`config.mk`:
```
export PLATFORM = sky130hd
export DESIGN_NAME = kbd_ps2_tx
export DESIGN_NICKNAME = d
export VERILOG_FILES = /design/src/rtl/kbd_pkg.sv /design/src/rtl/kbd_led_seq.sv /design/src/rtl/kbd_ps2_tx.sv
export SDC_FILE = /design/constraint.sdc
export NUM_CORES = 1
export LEC_CHECK = 0
export ABC_AREA = 1
export CAP_MARGIN = 20
export CORE_MARGIN = 2
export CORE_UTILIZATION = 63
export DETAILED_ROUTE_END_ITERATION = 7
export GPL_ROUTABILITY_DRIVEN = 0
export GPL_TIMING_DRIVEN = 0
export PLACE_DENSITY = 0.84
export SLEW_MARGIN = 0
export SYNTH_ARGS = -nofsm -noshare
export SYNTH_HDL_FRONTEND = slang
export SYNTH_HIERARCHICAL = 1
export SYNTH_SLANG_ARGS = --single-unit
```
`constraint.sdc`:
```
create_clock -name clk -period 4.7 [get_ports clk]
set_clock_uncertainty 0.05 [all_clocks]
set_input_delay 0.47 -clock clk [delete_from_list [all_inputs] [get_ports clk]]
set_output_delay 0.47 -clock clk [all_outputs]
set_load 0.01 [all_outputs]
```
`src/rtl/kbd_pkg.sv`:
```
// Shared definitions for the PS/2 keyboard host transmitter: state encodings,
// PS/2 command bytes and the cycle-count helpers used to size timers.
package kbd_pkg;

    typedef enum logic [2:0] {
        ST_IDLE,
        ST_INHIBIT,
        ST_REQ,
        ST_BITS,
        ST_ACK,
        ST_DONE
    } tx_state_e;

    typedef enum logic [2:0] {
        LS_IDLE,
        LS_SEND_CMD,
        LS_WAIT_CMD,
        LS_WAIT_ACK,
        LS_SEND_ARG,
        LS_WAIT_ARG
    } led_state_e;

    localparam logic [7:0] CMD_SET_LED = 8'hED;
    localparam logic [7:0] RSP_ACK     = 8'hFA;
    localparam logic [7:0] CMD_RESET   = 8'hFF;

    // Results are clamped to at least one cycle so a tiny clock never yields a zero-length timer.
    function automatic logic [31:0] us_to_cycles(input int unsigned clk_hz, input int unsigned us);
        logic [63:0] c;
        c = (64'(clk_hz) * 64'(us)) / 64'd1000000;
        return (c == 64'd0) ? 32'd1 : 32'(c);
    endfunction

    function automatic logic [31:0] ms_to_cycles(input int unsigned clk_hz, input int unsigned ms);
        logic [63:0] c;
        c = (64'(clk_hz) / 64'd1000) * 64'(ms);
        return (c == 64'd0) ? 32'd1 : 32'(c);
    endfunction

endpackage

```
`src/rtl/kbd_led_seq.sv`:
```
// LED update sequencer (built only with KBD_LED_CMD_EN): sends 0xED, waits for
// the keyboard's 0xFA reply, then sends the LED byte through the transmitter.
module kbd_led_seq
    import kbd_pkg::*;
#(
    parameter int unsigned CLK_HZ = 24000000
)
(
    input  logic       clk,
    input  logic       reset,
    input  logic [2:0] leds,
    input  logic [7:0] rx_byte,
    input  logic       rx_strobe,
    input  logic       core_idle,
    input  logic       core_done,
    input  logic       core_err,
    output logic       seq_valid,
    output logic [7:0] seq_data,
    output logic       seq_busy,
    output logic       seq_err
);

    localparam logic [31:0] ACK_CYC  = ms_to_cycles(CLK_HZ, 32'd20);
    localparam int          ACK_W    = $clog2(ACK_CYC + 32'd1);
    localparam logic [ACK_W-1:0] ACK_LAST = ACK_W'(ACK_CYC - 32'd1);

    led_state_e       state_q, state_d;
    logic [2:0]       leds_q, leds_d;
    logic [ACK_W-1:0] wait_q, wait_d;
    logic             err_q, err_d;

    // leds_q holds the value being (or last) sent, so an abandoned sequence is not retried.
    always_comb begin
        state_d   = state_q;
        leds_d    = leds_q;
        wait_d    = wait_q;
        err_d     = 1'b0;
        seq_valid = 1'b0;
        seq_data  = CMD_SET_LED;
        case (state_q)
            LS_IDLE: begin
                if (leds != leds_q && core_idle) begin
                    leds_d  = leds;
                    state_d = LS_SEND_CMD;
                end
            end
            LS_SEND_CMD: begin
                seq_valid = core_idle;
                if (core_idle) state_d = LS_WAIT_CMD;
            end
            LS_WAIT_CMD: begin
                if (core_done) begin
                    state_d = LS_WAIT_ACK;
                    wait_d  = '0;
                end else if (core_err) begin
                    state_d = LS_IDLE;
                end
            end
            LS_WAIT_ACK: begin
                wait_d = wait_q + ACK_W'(1);
                if (rx_strobe) begin
                    if (rx_byte == RSP_ACK) begin
                        state_d = LS_SEND_ARG;
                    end else begin
                        err_d   = 1'b1;
                        state_d = LS_IDLE;
                    end
                end else if (wait_q == ACK_LAST) begin
                    err_d   = 1'b1;
                    state_d = LS_IDLE;
                end
            end
            LS_SEND_ARG: begin
                seq_data  = {5'b0, leds_q};
                seq_valid = core_idle;
                if (core_idle) state_d = LS_WAIT_ARG;
            end
            LS_WAIT_ARG: begin
                if (core_done || core_err) state_d = LS_IDLE;
            end
            default: state_d = LS_IDLE;
        endcase
    end

    always_ff @(posedge clk or posedge reset) begin
        if (reset) begin
            state_q <= LS_IDLE;
            leds_q  <= 3'b000;
            wait_q  <= '0;
            err_q   <= 1'b0;
        end else begin
            state_q <= state_d;
            leds_q  <= leds_d;
            wait_q  <= wait_d;
            err_q   <= err_d;
        end
    end

    assign seq_busy = (state_q != LS_IDLE) || (leds != leds_q);
    assign seq_err  = err_q;

endmodule

```
`src/rtl/kbd_ps2_tx.sv`:
```
// PS/2 host-to-keyboard byte transmitter with open-drain line control.
// Optional feature macro: KBD_LED_CMD_EN adds the automatic LED update sequencer.
module kbd_ps2_tx
    import kbd_pkg::*;
#(
    parameter int unsigned CLK_HZ     = 24000000,
    parameter int unsigned INHIBIT_US = 100,
    parameter int unsigned TIMEOUT_MS = 15
)
(
    input  logic       clk,
    input  logic       reset,
    input  logic       ps2_clk_i,
    input  logic       ps2_data_i,
    output logic       ps2_clk_oe,
    output logic       ps2_data_oe,
    input  logic [7:0] tx_data,
    input  logic       tx_valid,
`ifdef KBD_LED_CMD_EN
    input  logic [2:0] leds,
    input  logic [7:0] rx_byte,
    input  logic       rx_strobe,
`endif
    output logic       tx_ready,
    output logic       tx_done,
    output logic       tx_err
);

    localparam logic [31:0] INH_CYC = us_to_cycles(CLK_HZ, INHIBIT_US);
    localparam logic [31:0] TO_CYC  = ms_to_cycles(CLK_HZ, TIMEOUT_MS);
    localparam int          TMR_W   = $clog2(((INH_CYC > TO_CYC) ? INH_CYC : TO_CYC) + 32'd1);
    localparam logic [TMR_W-1:0] INH_LAST = TMR_W'(INH_CYC - 32'd1);
    localparam logic [TMR_W-1:0] TO_LAST  = TMR_W'(TO_CYC - 32'd1);

    tx_state_e        state_q, state_d;
    logic [TMR_W-1:0] timer_q, timer_d;
    logic [3:0]       bit_cnt_q, bit_cnt_d;
    logic [7:0]       shift_q, shift_d;
    logic             parity_q, parity_d;
    logic             clk_oe_q, clk_oe_d;
    logic             data_oe_q, data_oe_d;
    logic             done_q, done_d;
    logic             err_q, err_d;
    logic [1:0]       clk_sync_q, data_sync_q;
    logic             clk_prev_q;
    logic             clk_s, data_s, clk_fall;
    logic             core_idle, req_valid;
    logic [7:0]       req_data;

    // Synchronisers idle high to match released open-drain lines.
    always_ff @(posedge clk or posedge reset) begin
        if (reset) begin
            clk_sync_q  <= 2'b11;
            data_sync_q <= 2'b11;
            clk_prev_q  <= 1'b1;
        end else begin
            clk_sync_q  <= {clk_sync_q[0], ps2_clk_i};
            data_sync_q <= {data_sync_q[0], ps2_data_i};
            clk_prev_q  <= clk_sync_q[1];
        end
    end

    assign clk_s     = clk_sync_q[1];
    assign data_s    = data_sync_q[1];
    assign clk_fall  = clk_prev_q & ~clk_s;
    assign core_idle = (state_q == ST_IDLE);

`ifdef KBD_LED_CMD_EN
    logic       seq_valid, seq_busy, seq_err;
    logic [7:0] seq_data;

    kbd_led_seq #(.CLK_HZ(CLK_HZ)) u_led_seq (
        .clk       (clk),
        .reset     (reset),
        .leds      (leds),
        .rx_byte   (rx_byte),
        .rx_strobe (rx_strobe),
        .core_idle (core_idle),
        .core_done (done_q),
        .core_err  (err_q),
        .seq_valid (seq_valid),
        .seq_data  (seq_data),
        .seq_busy  (seq_busy),
        .seq_err   (seq_err)
    );

    assign req_valid = seq_valid | (tx_valid & ~seq_busy);
    assign req_data  = seq_valid ? seq_data : tx_data;
    assign tx_ready  = core_idle & ~seq_busy;
    assign tx_err    = err_q | seq_err;
`else
    assign req_valid = tx_valid;
    assign req_data  = tx_data;
    assign tx_ready  = core_idle;
    assign tx_err    = err_q;
`endif

    // One shared timer measures the inhibit window, then restarts at REQ as the transfer timeout.
    always_comb begin
        state_d   = state_q;
        timer_d   = timer_q;
        bit_cnt_d = bit_cnt_q;
        shift_d   = shift_q;
        parity_d  = parity_q;
        clk_oe_d  = clk_oe_q;
        data_oe_d = data_oe_q;
        done_d    = 1'b0;
        err_d     = 1'b0;
        case (state_q)
            ST_IDLE: begin
                clk_oe_d  = 1'b0;
                data_oe_d = 1'b0;
                if (req_valid) begin
                    shift_d   = req_data;
                    parity_d  = ~^req_data;
                    timer_d   = '0;
                    bit_cnt_d = 4'd0;
                    clk_oe_d  = 1'b1;
                    data_oe_d = (INH_LAST == '0);
                    state_d   = ST_INHIBIT;
                end
            end
            ST_INHIBIT: begin
                if (timer_q == INH_LAST) begin
                    timer_d   = '0;
                    clk_oe_d  = 1'b0;
                    data_oe_d = 1'b1;
                    state_d   = ST_REQ;
                end else begin
                    timer_d   = timer_q + TMR_W'(1);
                    data_oe_d = ((timer_q + TMR_W'(1)) == INH_LAST);
                end
            end
            ST_REQ: begin
                timer_d = timer_q + TMR_W'(1);
                state_d = ST_BITS;
            end
            ST_BITS: begin
                timer_d = timer_q + TMR_W'(1);
                if (clk_fall) begin
                    bit_cnt_d = bit_cnt_q + 4'd1;
                    if (bit_cnt_q < 4'd8) begin
                        data_oe_d = ~shift_q[0];
                        shift_d   = {1'b0, shift_q[7:1]};
                    end else if (bit_cnt_q == 4'd8) begin
                        data_oe_d = ~parity_q;
                    end else begin
                        data_oe_d = 1'b0;
                        state_d   = ST_ACK;
                    end
                end
            end
            ST_ACK: begin
                timer_d = timer_q + TMR_W'(1);
                if (clk_fall) begin
                    if (!data_s) begin
                        done_d  = 1'b1;
                        state_d = ST_DONE;
                    end else begin
                        err_d   = 1'b1;
                        state_d = ST_IDLE;
                    end
                end
            end
            ST_DONE: begin
                timer_d = timer_q + TMR_W'(1);
                if (clk_s) state_d = ST_IDLE;
            end
            default: state_d = ST_IDLE;
        endcase

        // A keyboard stuck after its ack only costs a silent return; no error once done has fired.
        if (state_q != ST_IDLE && state_q != ST_INHIBIT && timer_q == TO_LAST) begin
            state_d   = ST_IDLE;
            clk_oe_d  = 1'b0;
            data_oe_d = 1'b0;
            done_d    = 1'b0;
            err_d     = (state_q != ST_DONE);
        end
    end

    always_ff @(posedge clk or posedge reset) begin
        if (reset) begin
            state_q   <= ST_IDLE;
            timer_q   <= '0;
            bit_cnt_q <= 4'd0;
            shift_q   <= 8'd0;
            parity_q  <= 1'b0;
            clk_oe_q  <= 1'b0;
            data_oe_q <= 1'b0;
            done_q    <= 1'b0;
            err_q     <= 1'b0;
        end else begin
            state_q   <= state_d;
            timer_q   <= timer_d;
            bit_cnt_q <= bit_cnt_d;
            shift_q   <= shift_d;
            parity_q  <= parity_d;
            clk_oe_q  <= clk_oe_d;
            data_oe_q <= data_oe_d;
            done_q    <= done_d;
            err_q     <= err_d;
        end
    end

    assign ps2_clk_oe  = clk_oe_q;
    assign ps2_data_oe = data_oe_q;
    assign tx_done     = done_q;

endmodule

```
### After elaboration in Yosys (flattened, before gate mapping)

Cells that the tools add are included.

* add/sub/neg operators: 2
* order comparisons: 1
* eq/ne operators: 21
* mux-type cells: 38
* bitwise operators: 4
* reductions and logical operators: 17

Operator list (number)
* case mux 19 bit (3 select lines): 1
* == test 19 x 12 -> 1 bit (second input constant): 2
* 2-to-1 mux 19 bit: 2
* 2-to-1 mux 3 bit: 9
* 2-to-1 mux 8 bit: 3
* inequality test 3 bit (second input constant): 7
* adder 19 x 1 -> 19 bit (second input constant): 1
* == test 19 bit (second input constant): 1
* case mux 3 bit (6 select lines): 1
* 2-to-1 mux 1 bit: 16
* case mux 8 bit (2 select lines): 1
* nonzero test 3 bit: 3
* 2-to-1 mux 4 bit: 2
* case mux 4 bit (2 select lines): 1
* AND reduction 2 bit: 4
* XNOR reduction 8 bit: 1
* AND reduction 7 bit: 1
* == test 3 x 2 -> 1 bit (second input constant): 2
* == test 3 bit (second input constant): 2
* inequality test 2 bit (second input constant): 3
* adder 4 x 1 -> 4 bit (second input constant): 1
* == test 4 bit (second input constant): 1
* < comparator 4 bit (second input constant): 1
* AND reduction 4 bit: 1
* 13 further kinds: 16

* flip-flop bits (word level): 44
* input port bits: 13
* output and inout bits: 5
* word-level logic and storage cells: 95

### Depth between registers and ports, before layout

Gate-level depths: netlist (run 1).

* depth in word-level cells: 6
* gate-level depth with buffers: 16
* depth with buffers taken out: 16

### Worst setup path before layout (run 1)

Ideal clock, no wire load.

* path kind: reg2reg
* start: register timer_q[1]
* end: register timer_q[3]
* setup time: 0.128 ns
* data arrival time: 1.561 ns
* required time: 4.522 ns
* path slack: 2.961 ns
* cell stages (with the launch flop): 12
* buffers on the path: 1
* period minus slack after synthesis: 1.739 ns
* path through: dfrtp_1 -> ha_1 -> nand2_4 -> nor2_4 -> inv_1 -> nor3_1 -> nand3_1 -> nand2_1 -> a21oi_2 -> buf_6 -> nand2_1 -> o21ai_0

* longest elaborated chain between the ends: 3
* elaborated cells between the ends (all ways): 4
* those cells by class: add/sub: 1; eq/ne: 1; mux: 2

Ends and longest elaborated chain
* start, declared: line kbd_ps2_tx.sv:36 `logic [TMR_W-1:0] timer_q, timer_d;`
* start signal, assigned: line kbd_ps2_tx.sv:195 `timer_q <= timer_d;`
* adder 19 x 1 -> 19 bit / == test 19 x 12 -> 1 bit (equally long branches)
* 2-to-1 mux 19 bit: line kbd_ps2_tx.sv:124 `if (timer_q == INH_LAST) begin`
* case mux 19 bit (3 select lines) *: line kbd_ps2_tx.sv:109 `case (state_q)`

Every way passes the cells marked *; elsewhere a longest branch is shown, timed or not.
A chain may end at the register's enable or synchronous reset.

### Final worst setup path (run 1)

* start: register state_q[2]
* end: output tx_ready

* longest elaborated chain between the ends: 1

Ends and longest elaborated chain
* start, declared: line kbd_ps2_tx.sv:35 `tx_state_e state_q, state_d;`
* start signal, assigned: line kbd_ps2_tx.sv:194 `state_q <= state_d;`
* logical NOT 3 bit: line kbd_ps2_tx.sv:66 `assign core_idle = (state_q == ST_IDLE);`
* end, declared: line kbd_ps2_tx.sv:24 `output logic tx_ready,`

Every way passes these cells.

==> impl_metrics.json, run 1 <==
{
  "grt_pass1_vias": 2163,
  "holdWs_ns": 0.310,
  "synth_nets": 378,
  "worst_setup_path_start_kind": "flop",
  "drive_above_1_share_pct": 9.64,
  "pre_cts_slack_ns": 2.50,
  "syn_avg_cell_area_sq_um": 7.43,
  "syn_inst": 359,
  "utilization_pct": 74.3,
  "fin_crit_sh_pct": 45.9,
  "antenna_found_initial": 0,
  "initial_utilization_pct": 66.2,
  "coreArea_sq_um": 4030,
  "fin_setup_tns_ns": 0,
  "final_hold_viol_count": 0,
  "p_sw_share_pct": 41.6,
  "vdd_drop_max_uv": 227,
  "post_cts_buffers": 0,
  "setup_violations": 0,
  "clk_pin_slew_ns": 0.09,
  "rsz0062_at_grt": "no",
  "synth-seq-area-share_pct": 41.5,
  "seq_power_share_pct": 38.5,
  "pwr-share-comb_pct": 43.0,
  "fp.dieH_microns": 69.1,
  "clk_latency_ns": 0.30,
  "cts_max_path_buffers": 2,
  "ios": 18,
  "worstMarginPinSlew_ns": 0.889,
  "yosysUniqueCellTypes": 35,
  "grt-ovfl-total": 0,
  "totalWireLength_mm": 5.83,
  "cts_tree": "built",
  "dp_hpwl_mm": 4.40,
  "internal_power_mw": 0.781,
  "holdCritPathClass": "reg2reg",
  "drv_slew": 0,
  "p_leak_nw": 1.37,
  "status": "complete, no violations",
  "grt_pass1_wl_mm": 10.1,
  "route.vias.total": 2482,
  "cts_sinks": 44,
  "worstSetupPathType": "reg2out",
  "fin_ws_ns": 2.54,
  "clockPowerShare_pct": 18.6,
  "cp_max_fo": 8,
  "crit_path_end_kind": "primary output",
  "dr.first_iter.drc_count": 220,
  "die_w_microns": 69.1,
  "avgRoutedWirePerCell_microns": 13.4,
  "ctsResizeCount": 0,
  "ys_ff_latch": 44,
  "rows": 23,
  "antenna_left": 0,
  "fmax_ghz": 0.463,
  "antennaDiodeCount": 0,
  "cts_hold_buffers": 0,
  "nets": 402,
  "dr.pass1.iters": 5,
  "switchingPower_mw": 0.557,
  "via_per_inst": 5.72,
  "finalPower_mw": 1.34,
  "fin_crit_ns": 2.16,
  "htree_levels": 2,
  "numCtsBuffers": 5,
  "portBuffers": 17,
  "cp.required_ns": 4.18,
  "drc": 0,
  "root_buffer": "clkbuf_8",
  "syn-cell-area_sq_um": 2670,
  "grt_max_degree": 45,
  "max_cap_violations": 0,
  "slew_headroom_pct": 40.7,
  "ys_warn_count": 6,
  "p_per_area_nw_per_um2": 447,
  "grt_use_total_pct": 25.9,
  "arrival_ns": 1.64,
  "syn_to_final_growth_pct": 12.2,
  "die_area_sq_um": 4770
}
-- path summary, 6_finish.rpt --
kind / from / to / slack [ns] / depth (start not counted)
worst max-delay path: state_q[2] / tx_ready / 2.54 / 4
max in group asynchronous: reset / timer_q[6] / 3.41 / 2
worst min register to register: data_sync_q[0] / data_sync_q[1] / 0.31 / 0
worst max register to register: timer_q[1] / timer_q[11] / 2.55 / 10
min in group asynchronous: reset / timer_q[11] / 0.61 / 2
worst min-delay path: data_sync_q[0] / data_sync_q[1] / 0.31 / 0
-- placed cells by master, fill, tap and decap left out, types with 3 or more instances in the layout --
cell / instances
buf_2: 3
clkdlybuf4s50_1: 17
nand3_1: 21
o22ai_1: 7
nor2_1: 32
xnor2_1: 6
o21ai_0: 27
xor2_1: 4
clkbuf_8: 6
o211ai_1: 8
nand4_1: 6
nand3_2: 3
nor3_1: 5
nand2_1: 96
nor2_2: 6
dfstp_2: 5
ha_1: 6
dfrtp_1: 39
o21ai_1: 9
inv_1: 53
nand2_2: 3
-- layout make-up --
| class | instances | area, sq um |
|---|---|---|
| plain buffers | 5 | 30.0 |
| clock buffers | 6 | 82.6 |
| clock inverters | 2 | 10.0 |
| fillers | 330 | 1030 |
| inverters | 55 | 206 |
| multi-input cells | 255 | 1330 |
| flip-flops and latches | 44 | 1110 |
| well taps | 50 | 62.6 |
| repair buffers | 17 | 170 |
-- critical path, cell delays in order, from the launching register on --
cell             delay (ns)
dfrtp_1                0.48
inv_1                  0.13
nand2_1                0.12
inv_1                  0.08
clkdlybuf4s50_1        0.53
-- metrics by stage --
step                      std cells  area, sq um
final                           434         2990
after detailed placement        426         2900
after floorplan                 359         2670
after global routing            434         2990
after CTS                       434         2990
after global placement          426         2900
-- Yosys cell counts --
master    count  area [sq um]
nand3b_1      1          7.51
a21oi_1       2          10.0
o31ai_1       2          15.0
a22o_1        1          8.76
ha_1          6          75.1
nor3_4        1          16.3
o21ai_0      27           135
o211ai_1      8          60.1
nand3_1      21           105
nand2_2       3          18.8
buf_2         3          15.0
inv_2         1          3.75
nand2_1      96           360
buf_6         1          11.3
o21ai_1       9          45.0
nand3_2       3          30.0
xor2_1        4          35.0
nand4_1       6          37.5
xnor2_1       6          52.6
dfrtp_1      39           976
o21ai_4       1          16.3
a21o_1        1          7.51
dfstp_2       5           131
nor2_2        6          37.5
a211o_1       1          8.76
clkbuf_1      1          3.75
nor2_4        1          11.3
inv_1        54           203
nor3_1        5          25.0
nor2_1       32           120
nor3_2        1          10.0
o22ai_1       7          43.8
a21oi_2       1          8.76
nand2_4       1          11.3
nor4_1        2          12.5
-- kinds of logic after synthesis --
logic type                 synth area share, %
xor gates and xnor gates                  3.28
DFF                                       41.5
and+or+nand+nor                           30.1
AOI/OAI and AO/OA                         13.5
adders and majority gates                 2.81
buffers and inverters                     8.86
-- power groups by stage --
stage                     Combinational (mW)  Sequential [mW]  Clock, mW
after global routing                   0.647            0.522      0.262
after detailed placement               0.567            0.521          0
after floorplan                        0.406            0.511          0
after CTS                              0.571            0.514      0.250
final                                  0.575            0.514      0.249
after global placement                 0.550            0.516          0
-- flip-flops by register name, indices dropped and copies added (netlist names) --
name and flops:
shift_q 8, tx_done 1, timer_q 19, ps2_data_oe 1
state_q 3, clk_prev_q 1, bit_cnt_q 4, ps2_clk_oe 1
data_sync_q 2, clk_sync_q 2, parity_q 1, tx_err 1
-- per-layer routing --
layer | wire (microns) | part of all wire, % | global-route usage, %
met1 | 2680 | 46 | 38.8
met2 | 2610 | 45 | 39.0
met3 | 447 | 7.7 | 3.51
met4 | 86 | 1.5 | 8.50
met5 | 0 | 0 | 0
(Power assumes the default switching activity.)
==> run 2, diff against run 1 <==
- CORE_UTILIZATION: 63 -> 53
- PLACE_DENSITY: 0.84 -> 0.76
- clock period: 4.7 -> 1.95 ns (I/O delays scaled with it)
==> run 2 against run 1 <==
- routed wire length is 11% higher
- critical path type is now reg2reg
- critical path depth grew 7
- setup slack got worse by 2.5 ns
- hold slack got worse by 0.23 ns
- cell count rose by 6.7%
- global-route usage is 2.6 points lower
- highest routed layer unchanged
- sequential cell count unchanged
- via count increased by 1.4%
- final area rose by 11%
==> impl_metrics.json, run 2 (synthesis gave the netlist of run 1 again) <==
{
  "syn_to_final_growth_pct": 24.1,
  "utilization_pct": 69.2,
  "worstMarginPinSlew_ns": 0.328,
  "rows": 25,
  "drive_above_1_share_pct": 20.7,
  "worst_setup_path_start_kind": "flop",
  "clk_pin_slew_ns": 0.09,
  "fmax_ghz": 0.527,
  "crit_path_end_kind": "flop",
  "p_sw_share_pct": 41.4,
  "seq_power_share_pct": 35.7,
  "portBuffers": 17,
  "initial_utilization_pct": 55.8,
  "slew_headroom_pct": 77.9,
  "coreArea_sq_um": 4790,
  "fin_ws_ns": 0.0510,
  "status": "complete, no violations",
  "drv_slew": 0,
  "die_area_sq_um": 5620,
  "n_fill_cell": 394,
  "antenna_left": 0,
  "place_area_sq_um": 2940,
  "antennaDiodeCount": 0,
  "grt_pass1_wl_mm": 10.0,
  "root_buffer": "clkbuf_8",
  "fin_setup_tns_ns": 0,
  "avgRoutedWirePerCell_microns": 14.0,
  "p_per_area_nw_per_um2": 1070,
  "final_hold_viol_count": 0,
  "route.vias.total": 2517,
  "numCtsBuffers": 5,
  "holdCritPathClass": "in2async",
  "instances_no_fill": 463,
  "switchingPower_mw": 1.46,
  "rsz0062_at_grt": "yes",
  "finalPower_mw": 3.53,
  "internal_power_mw": 2.07,
  "dp_hpwl_mm": 4.47,
  "cp_max_fo": 10,
  "fp.dieH_microns": 75.0,
  "grt_pass1_vias": 2201,
  "cp.required_ns": 2.07,
  "totalWireLength_mm": 6.48,
  "largest_register_ffs": 19,
  "layout_common_cells": "nand2_1, inv_1, dfrtp_1",
  "pre_cts_slack_ns": -0.136,
  "worstSetupPathType": "reg2reg",
  "grt_max_degree": 36,
  "dr.first_iter.drc_count": 234,
  "fin_crit_sh_pct": 97.4,
  "nets": 414,
  "crit_chain": "ha_4 > nand2_8 > nor2_4 > inv_2 > nor3_2 > nand3_1 > nand2_2 > a21oi_4 > buf_6 > nand2_1 > o21ai_0",
  "arrival_ns": 2.02,
  "dr.pass1.iters": 4,
  "pwr-share-comb_pct": 43.7,
  "p_leak_nw": 1.48,
  "cts_max_path_buffers": 2,
  "largest_register": "timer_q",
  "clockPowerShare_pct": 20.6,
  "grt-ovfl-total": 0,
  "htree_levels": 2,
  "grt_use_total_pct": 23.3,
  "layout_commonest_cell": "nand2_1",
  "cts_sinks": 44,
  "die_w_microns": 75.0,
  "via_per_inst": 5.44,
  "fin_crit_ns": 1.90,
  "max_cap_violations": 0,
  "holdWs_ns": 0.0853,
  "antenna_found_initial": 0,
  "finish.instance_area_sq_um": 3310,
  "ios": 18,
  "place_inst": 444,
  "drc": 0,
  "clk_latency_ns": 0.30,
  "crit_path_max_incr_delay_ns": 0.42,
  "reg_top3": "timer_q: 19 flops, shift_q: 8 flops, bit_cnt_q: 4 flops",
  "vdd_drop_max_uv": 705,
  "setup_violations": 0,
  "cts_tree": "built",
  "slowest_stage": "dfrtp_1"
}
run 2: cell count changes in the layout (fill, tap and decap cells not counted), moves of 4 or more:
cell | previous run | this run
buf_4 | 0 | 10
nand2_1 | 96 | 89
nor2_1 | 32 | 26
dfrtp_1 | 39 | 34
dfrtp_2 | 0 | 5
nand2_2 | 3 | 8
nor2_4 | 1 | 6
inv_1 | 53 | 49
inv_2 | 2 | 6
run 2: critical path, delay by kind of cell (launching register included):
family / cells / cell delay [ns]
adder cells (fa/ha/maj): 1 / 0.20
AND/OR/NAND/NOR: 6 / 0.71
flip-flops: 1 / 0.42
AO/OA/AOI/OAI: 2 / 0.18
buffers and inverters: 2 / 0.21
run 2: power by group through the flow:
stage	sequential [mW]	clock (mW)	combinational, mW
detailed placement	1.25	0	1.38
CTS	1.23	0.737	1.41
floorplan	1.23	0	0.980
global placement	1.25	0	1.33
global route	1.29	0.775	1.73
finish	1.26	0.727	1.54
run 2: worst paths after layout:
kind                       slack [ns]          start             end  cells past startpoint
hold / removal                   0.09          reset     timer_q[13]                      2
max in group asynchronous        1.23          reset  data_sync_q[1]                      3
setup reg to reg                 0.05     timer_q[1]      timer_q[9]                     11
setup / recovery                 0.05     timer_q[1]      timer_q[9]                     11
min in group clk                 0.24     ps2_data_i  data_sync_q[0]                      1
hold reg to reg                  0.31  clk_sync_q[0]   clk_sync_q[1]                      0
run 2: routing by layer:
metal	share of wire, %	track usage (%)
met1	44	32.9
met2	49	36.5
met3	6.6	4.15
met4	0.83	7.14
met5	0	0
run 2: cell type report:
class	instances	area [sq um]	share of cell area [%]
plain buffers	5	33.8	1.02
well taps	67	83.8	2.53
repair buffers	29	277	8.35
multi-input cells	255	1480	44.8
clock inverters	3	46.3	1.40
inverters	55	206	6.23
flip-flops and latches	44	1110	33.6
clock buffers	5	68.8	2.08
run 2: timing repair:
item | 4_1_cts | 5_1_grt
resized for setup | 4 | 48
setup buffers | 1 | 10
hold buffers | 0 | 0
endpoints found under the setup margin | 19 | 30
pin swaps | 0 | 20
